<file path="src/rtl/la_pkg.sv">
// Shared encodings for the logic-analyzer capture path: FSM states and trigger modes.
package la_pkg;

    typedef enum logic [2:0] {
        IDLE             = 3'd0,
        MOVE_TO_POSITION = 3'd1,
        IN_POSITION      = 3'd2,
        CAPTURING        = 3'd3,
        CAPTURED         = 3'd4
    } la_state_t;

    localparam logic [1:0] SINGLE_SHOT   = 2'd0;
    localparam logic [1:0] INCREMENTAL   = 2'd1;
    localparam logic [1:0] IMMEDIATE     = 2'd2;
    localparam logic [1:0] MODE_RESERVED = 2'd3;

    // The reserved encoding behaves exactly like single-shot.
    function automatic logic [1:0] norm_mode(input logic [1:0] m);
        return (m == MODE_RESERVED) ? SINGLE_SHOT : m;
    endfunction

endpackage

</file>
<file path="src/rtl/la_fifo_pointers.sv">
// Circular-buffer bookkeeping for the sample BRAM: read/write pointers and fill count.
module la_fifo_pointers #(
    parameter int DEPTH      = 1024,
    parameter int ADDR_WIDTH = $clog2(DEPTH)
) (
    input  logic                  clk,
    input  logic                  rst,
    input  logic                  clear,
    input  logic                  push,
    input  logic                  pop,
    output logic [ADDR_WIDTH-1:0] read_pointer,
    output logic [ADDR_WIDTH-1:0] write_pointer,
    output logic [ADDR_WIDTH:0]   fill
);

    localparam logic [ADDR_WIDTH:0] FILL_MAX = (ADDR_WIDTH+1)'(DEPTH);

    logic full;
    logic empty;
    logic do_push;
    logic do_pop;

    assign full  = (fill == FILL_MAX);
    assign empty = (fill == '0);

    // A simultaneous push/pop is a pass-through slide, so it is allowed even at
    // the saturation limits (needed for a zero-length pre-trigger window).
    assign do_push = push && (!full  || pop);
    assign do_pop  = pop  && (!empty || push);

    always_ff @(posedge clk) begin
        if (rst || clear) begin
            read_pointer  <= '0;
            write_pointer <= '0;
            fill          <= '0;
        end else begin
            if (do_push) write_pointer <= write_pointer + 1'b1;
            if (do_pop)  read_pointer  <= read_pointer + 1'b1;
            case ({do_push, do_pop})
                2'b10:   fill <= fill + 1'b1;
                2'b01:   fill <= fill - 1'b1;
                default: fill <= fill;
            endcase
        end
    end

endmodule

</file>
<file path="src/rtl/la_capture_controller.sv">
// Capture sequencer: arms on a start edge, fills the pre-trigger window, waits for
// the trigger and streams samples into the BRAM until DEPTH samples are held.
module la_capture_controller
    import la_pkg::*;
#(
    parameter  int DEPTH      = 1024,
    localparam int ADDR_WIDTH = $clog2(DEPTH)
) (
    input  logic                  clk,
    input  logic                  rst,
    input  logic                  request_start,
    input  logic                  request_stop,
    input  logic [1:0]            trigger_mode,
    input  logic [ADDR_WIDTH-1:0] trigger_loc,
    input  logic                  trig,
    output logic [2:0]            state,
    output logic [ADDR_WIDTH-1:0] read_pointer,
    output logic [ADDR_WIDTH-1:0] write_pointer,
    output logic [ADDR_WIDTH:0]   fill,
    output logic [ADDR_WIDTH-1:0] bram_addr,
    output logic                  bram_we
);

    localparam logic [ADDR_WIDTH:0] FILL_LAST = (ADDR_WIDTH+1)'(DEPTH - 1);

    la_state_t             state_q;
    la_state_t             state_n;
    logic                  start_q;
    logic                  stop_q;
    logic [1:0]            mode_q;
    logic [ADDR_WIDTH-1:0] loc_q;

    logic       start_edge;
    logic       stop_edge;
    logic       arm;
    logic       clear;
    logic       push;
    logic       pop;
    logic       we;
    logic [1:0] mode_in;

    assign start_edge = request_start && !start_q;
    assign stop_edge  = request_stop  && !stop_q;
    assign mode_in    = norm_mode(trigger_mode);

    // trigger_loc is ADDR_WIDTH bits wide, so it can never exceed DEPTH-1.
    always_ff @(posedge clk) begin
        if (rst) begin
            state_q <= IDLE;
            mode_q  <= '0;
            loc_q   <= '0;
            // Track the live levels so a request held high across reset
            // is not mistaken for a fresh rising edge afterwards.
            start_q <= request_start;
            stop_q  <= request_stop;
        end else begin
            state_q <= state_n;
            start_q <= request_start;
            stop_q  <= request_stop;
            if (arm) begin
                mode_q <= mode_in;
                loc_q  <= trigger_loc;
            end
        end
    end

    always_comb begin
        state_n = state_q;
        arm     = 1'b0;
        clear   = 1'b0;
        push    = 1'b0;
        pop     = 1'b0;
        we      = 1'b0;
        if (stop_edge) begin
            // Abort without writing; pointers stay put so partial data is readable.
            state_n = IDLE;
        end else begin
            case (state_q)
                IDLE, CAPTURED: begin
                    if (start_edge) begin
                        arm   = 1'b1;
                        clear = 1'b1;
                        if (mode_in == IMMEDIATE || mode_in == INCREMENTAL)
                            state_n = CAPTURING;
                        else if (trigger_loc == '0)
                            state_n = IN_POSITION;
                        else
                            state_n = MOVE_TO_POSITION;
                    end
                end
                MOVE_TO_POSITION: begin
                    we   = 1'b1;
                    push = 1'b1;
                    if (fill + 1'b1 == {1'b0, loc_q})
                        state_n = IN_POSITION;
                end
                IN_POSITION: begin
                    we   = 1'b1;
                    push = 1'b1;
                    if (trig)
                        state_n = (fill == FILL_LAST) ? CAPTURED : CAPTURING;
                    else
                        pop = 1'b1;
                end
                CAPTURING: begin
                    we   = (mode_q == INCREMENTAL) ? trig : 1'b1;
                    push = we;
                    if (we && fill == FILL_LAST)
                        state_n = CAPTURED;
                end
                default: state_n = IDLE;
            endcase
        end
    end

    la_fifo_pointers #(
        .DEPTH      (DEPTH),
        .ADDR_WIDTH (ADDR_WIDTH)
    ) u_ptrs (
        .clk           (clk),
        .rst           (rst),
        .clear         (clear),
        .push          (push),
        .pop           (pop),
        .read_pointer  (read_pointer),
        .write_pointer (write_pointer),
        .fill          (fill)
    );

    assign state     = state_q;
    assign bram_we   = we;
    assign bram_addr = write_pointer;

endmodule

</file>
<file path="config.mk">
export PLATFORM = sky130hd
export DESIGN_NAME = la_capture_controller
export DESIGN_NICKNAME = d
export VERILOG_FILES = /design/src/rtl/la_pkg.sv /design/src/rtl/la_fifo_pointers.sv /design/src/rtl/la_capture_controller.sv
export SDC_FILE = /design/constraint.sdc
export NUM_CORES = 1
export LEC_CHECK = 0
export CAP_MARGIN = 10
export CORE_MARGIN = 10
export CORE_UTILIZATION = 47
export CTS_CLUSTER_DIAMETER = 30
export CTS_CLUSTER_SIZE = 40
export DETAILED_ROUTE_END_ITERATION = 10
export MAX_ROUTING_LAYER = met4
export PLACE_DENSITY_LB_ADDON = 0.15
export SLEW_MARGIN = 0
export SYNTH_ARGS = -nofsm -noshare
export SYNTH_HDL_FRONTEND = slang
export SYNTH_HIERARCHICAL = 1
export SYNTH_SLANG_ARGS = --single-unit
</file>
<file path="constraint.sdc">
create_clock -name clk -period 3.1 [get_ports clk]
set_input_delay 0.465 -clock clk [delete_from_list [all_inputs] [get_ports clk]]
set_output_delay 0.465 -clock clk [all_outputs]
set_load 0.03 [all_outputs]
</file>
==> run summary <==
drt pass-1 iters - 4
minimum clock period - 3050 ps
Syn Nets - 408
register area - 967 um2
Routed WL - 8.48 mm
Port Buffers - 61
drt initial violations - 175
Final Hold Viols - 0
area leader, netlist - dfxtp_1
Synth Flop Type - dfxtp_1
total gr overflow - 0
number of global-route vias before repair - 2,947
Final Total Pwr - 1.26 mW
antenna-violating nets left - 0
DRC - 0
CTS tree - done
PwrDens - 301 nW/um2
Clock Power Share - 31.7%
flop-to-flop setup slack - 70 ps
Initial Util - 48.0%
Max-Cap Viols - 0
number of buffers created by CTS - 5
Core Area - 6310 um2
Antenna diodes - 0
number of H-tree levels - 2
Core Rows - 29
clock latency on the worst-skew pair - 300 ps
Multi-input gate area - 2020 um2
Max FO, Critical Path - 6
Flop pwr share - 51.1%
# clock sinks - 48
Area growth syn-to-layout - 38.4%
Max IR drop VDD - 209 uV
headroom to the max-slew limit - 56.0%
Synth cell types - 55
Worst-path clk slew - 90 ps
sequential-to-total area share from yosys stat - 31.7%
post-synthesis async set-or-reset flop share - 0%
fmax - 0.328 GHz
Tcrit/Tclk final - 98.3%
hold wc startpoint - request_stop
number of synthesized flops with an enable pin - 0
first-pass GRT wire length - 14.0 mm
hold slack final - 409 ps
Die Wd - 100 um
CP Data Required Time - 3360 ps
via count - 2,960
CP startpoint kind - input port
#FFs+latches synth - 48
Setup CP Type - in -> reg
outcome - complete, no violations
Die ar. - 10,100 um2
crit path DAT - 3310 ps
Leak Pwr - 1.54 nW
Via density - 5.43
launch point of the worst path - request_stop
Synth top area share - 31.7%
Internal Power - 0.914 mW
cell area after synthesis - 3030 um2
Setup-failing EPs final - 0
RSZ-0062 raised after global routing - true
Logic pwr share - 17.1%
CP Capture Type - register
Sw Pwr - 0.348 mW
Worst-Margin Slew - 654 ps
top cells by area, synth - dfxtp_1, ha_1, xnor2_1
FF-to-FF End - u_ptrs/fill[10]
GRT Total Usage - 17.1%
Post-Synthesis Cells - 375
top cells by count, synth - dfxtp_1, nand2_1, nor2_1, a21oi_1, xnor2_1
filler cell count - 553
hold-fix buffers at CTS - 0
Root Buffer - clkbuf_8
initial antenna violation count - 0
Hold Path End - stop_q
average wire per standard cell - 15.6 um
Worst Hold Class - in -> reg
Synthesis Warnings - 6
Setup Skew - 5.66 ps
clk buf depth - 2
GPL Wtd Cong - 0.915
Hold Path Depth - 1
Avg Cell Area, Syn - 8.08 um2
launching point of the worst reg2reg path - mode_q[0]
DP HPWL - 6.35 mm
largest net degree at the start of global routing - 21
Final nets - 500
layout cells sized above 1 - 20.1%
die span in y - 100 um
R2R cell count - 16
I/O Pins - 62
Switching Share - 27.6%
Slew Limit Fails - 0
-- registers in the layout, summed over array words and instances, names as in the netlist --
signal / count
loc_q: 10
u_ptrs/read_pointer: 10
u_ptrs/fill: 11
u_ptrs/write_pointer: 10
start_q: 1
stop_q: 1
state: 3
mode_q: 2
-- critical path, cell delays in order --
cell,delay (ps)
dlygate4sd2_1,240
nor2b_4,140
nor4_2,280
buf_4,160
nor2b_1,60
a41oi_4,220
inv_2,80
ha_4,190
buf_6,140
ha_4,210
a21o_1,170
a21oi_2,170
buf_4,130
a21oi_2,50
a211o_1,290
a211oi_2,180
a31o_2,120
-- metrics by stage --
stage / cells / util (%) / TNS [ps] / cell area, um2 / worst slack, ps
2_1_floorplan: 375 / - / -641 / 3140 / -173
3_3_place_gp: 530 / 63.4 / -2960 / 4000 / -429
3_5_place_dp: 530 / 63.4 / -3770 / 4000 / -525
4_1_cts: 542 / 65.8 / 0 / 4150 / 14.4
5_1_grt: 545 / 66.4 / -107 / 4190 / -107
6_report: 545 / 66.4 / 0 / 4190 / 54.0
-- cells by family (layout without fill, tap and decap cells) --
| logic type | after synthesis | in the layout | synth area share [%] |
|---|---|---|---|
| AO/OA/AOI/OAI | 78 | 78 | 17.6 |
| XOR/XNOR | 35 | 35 | 10.1 |
| adder cells (fa/ha/maj) | 16 | 16 | 6.85 |
| buffers and inverters | 35 | 128 | 5.90 |
| flip-flops | 48 | 48 | 31.7 |
| multiplexers | 2 | 2 | 0.661 |
| AND/OR/NAND/NOR | 161 | 161 | 27.2 |
-- timing repair --
action,in CTS,in global routing
setup buffers,4,3
pin swaps,8,6
endpoints found under the setup margin,7,3
resized for setup,9,4
-- metal layers --
layer  global-route usage, %  up-vias  wire length, um
li1                        -     1497                -
met1                    21.5     1400             3890
met2                    27.0       58             4170
met3                    3.43        5              345
met4                    4.89        0               72
met5                       -        -                0
-- power by group through the flow --
| stage | Clock [mW] | Combinational, mW | Sequential [mW] |
|---|---|---|---|
| after CTS | 0.412 | 0.211 | 0.645 |
| after floorplan | 0 | 0.112 | 0.668 |
| after detailed placement | 0 | 0.207 | 0.659 |
| after global routing | 0.441 | 0.236 | 0.648 |
| after global placement | 0 | 0.205 | 0.659 |
| final | 0.400 | 0.216 | 0.646 |
-- layout by cell type, fill, tap and decap left out, drive strengths merged, types with 2 or more instances in the layout --
cell           count
buf               47
nor2b              9
or3                6
nand3             12
inv               13
nand3b             2
nor2              42
dfxtp             48
and3               3
clkdlybuf4s50     59
a21oi             29
nand2b             2
xnor2             21
a31oi              2
nand2             48
nor3               9
a22oi              3
o21a               3
ha                15
clkbuf             6
mux2i              2
o22ai              4
a21boi             2
nor4              11
a21o               5
xor2              14
o21ai             14
a211o              2
nand4              9
o2111ai            2
or2                3
a41oi              2
nor3b              2
-- worst max-delay path by stage --
stage / slack, ps / end
2_1_floorplan: -170 / u_ptrs/fill[10]
5_1_grt: -110 / u_ptrs/fill[10]
6_report: 50 / u_ptrs/fill[10]
4_1_cts: 10 / u_ptrs/fill[10]
3_3_place_gp: -430 / u_ptrs/fill[10]
3_5_place_dp: -530 / u_ptrs/fill[10]
-- cell type report --
cell class / count / share of cell area, %
flip-flops and latches: 48 / 23.1
clock inverters: 2 / 0.328
multi-input cells: 292 / 48.2
well taps: 77 / 2.30
inverters: 12 / 1.07
repair buffers: 108 / 23.0
clock buffers: 6 / 1.97
(Power assumes the default switching activity.)
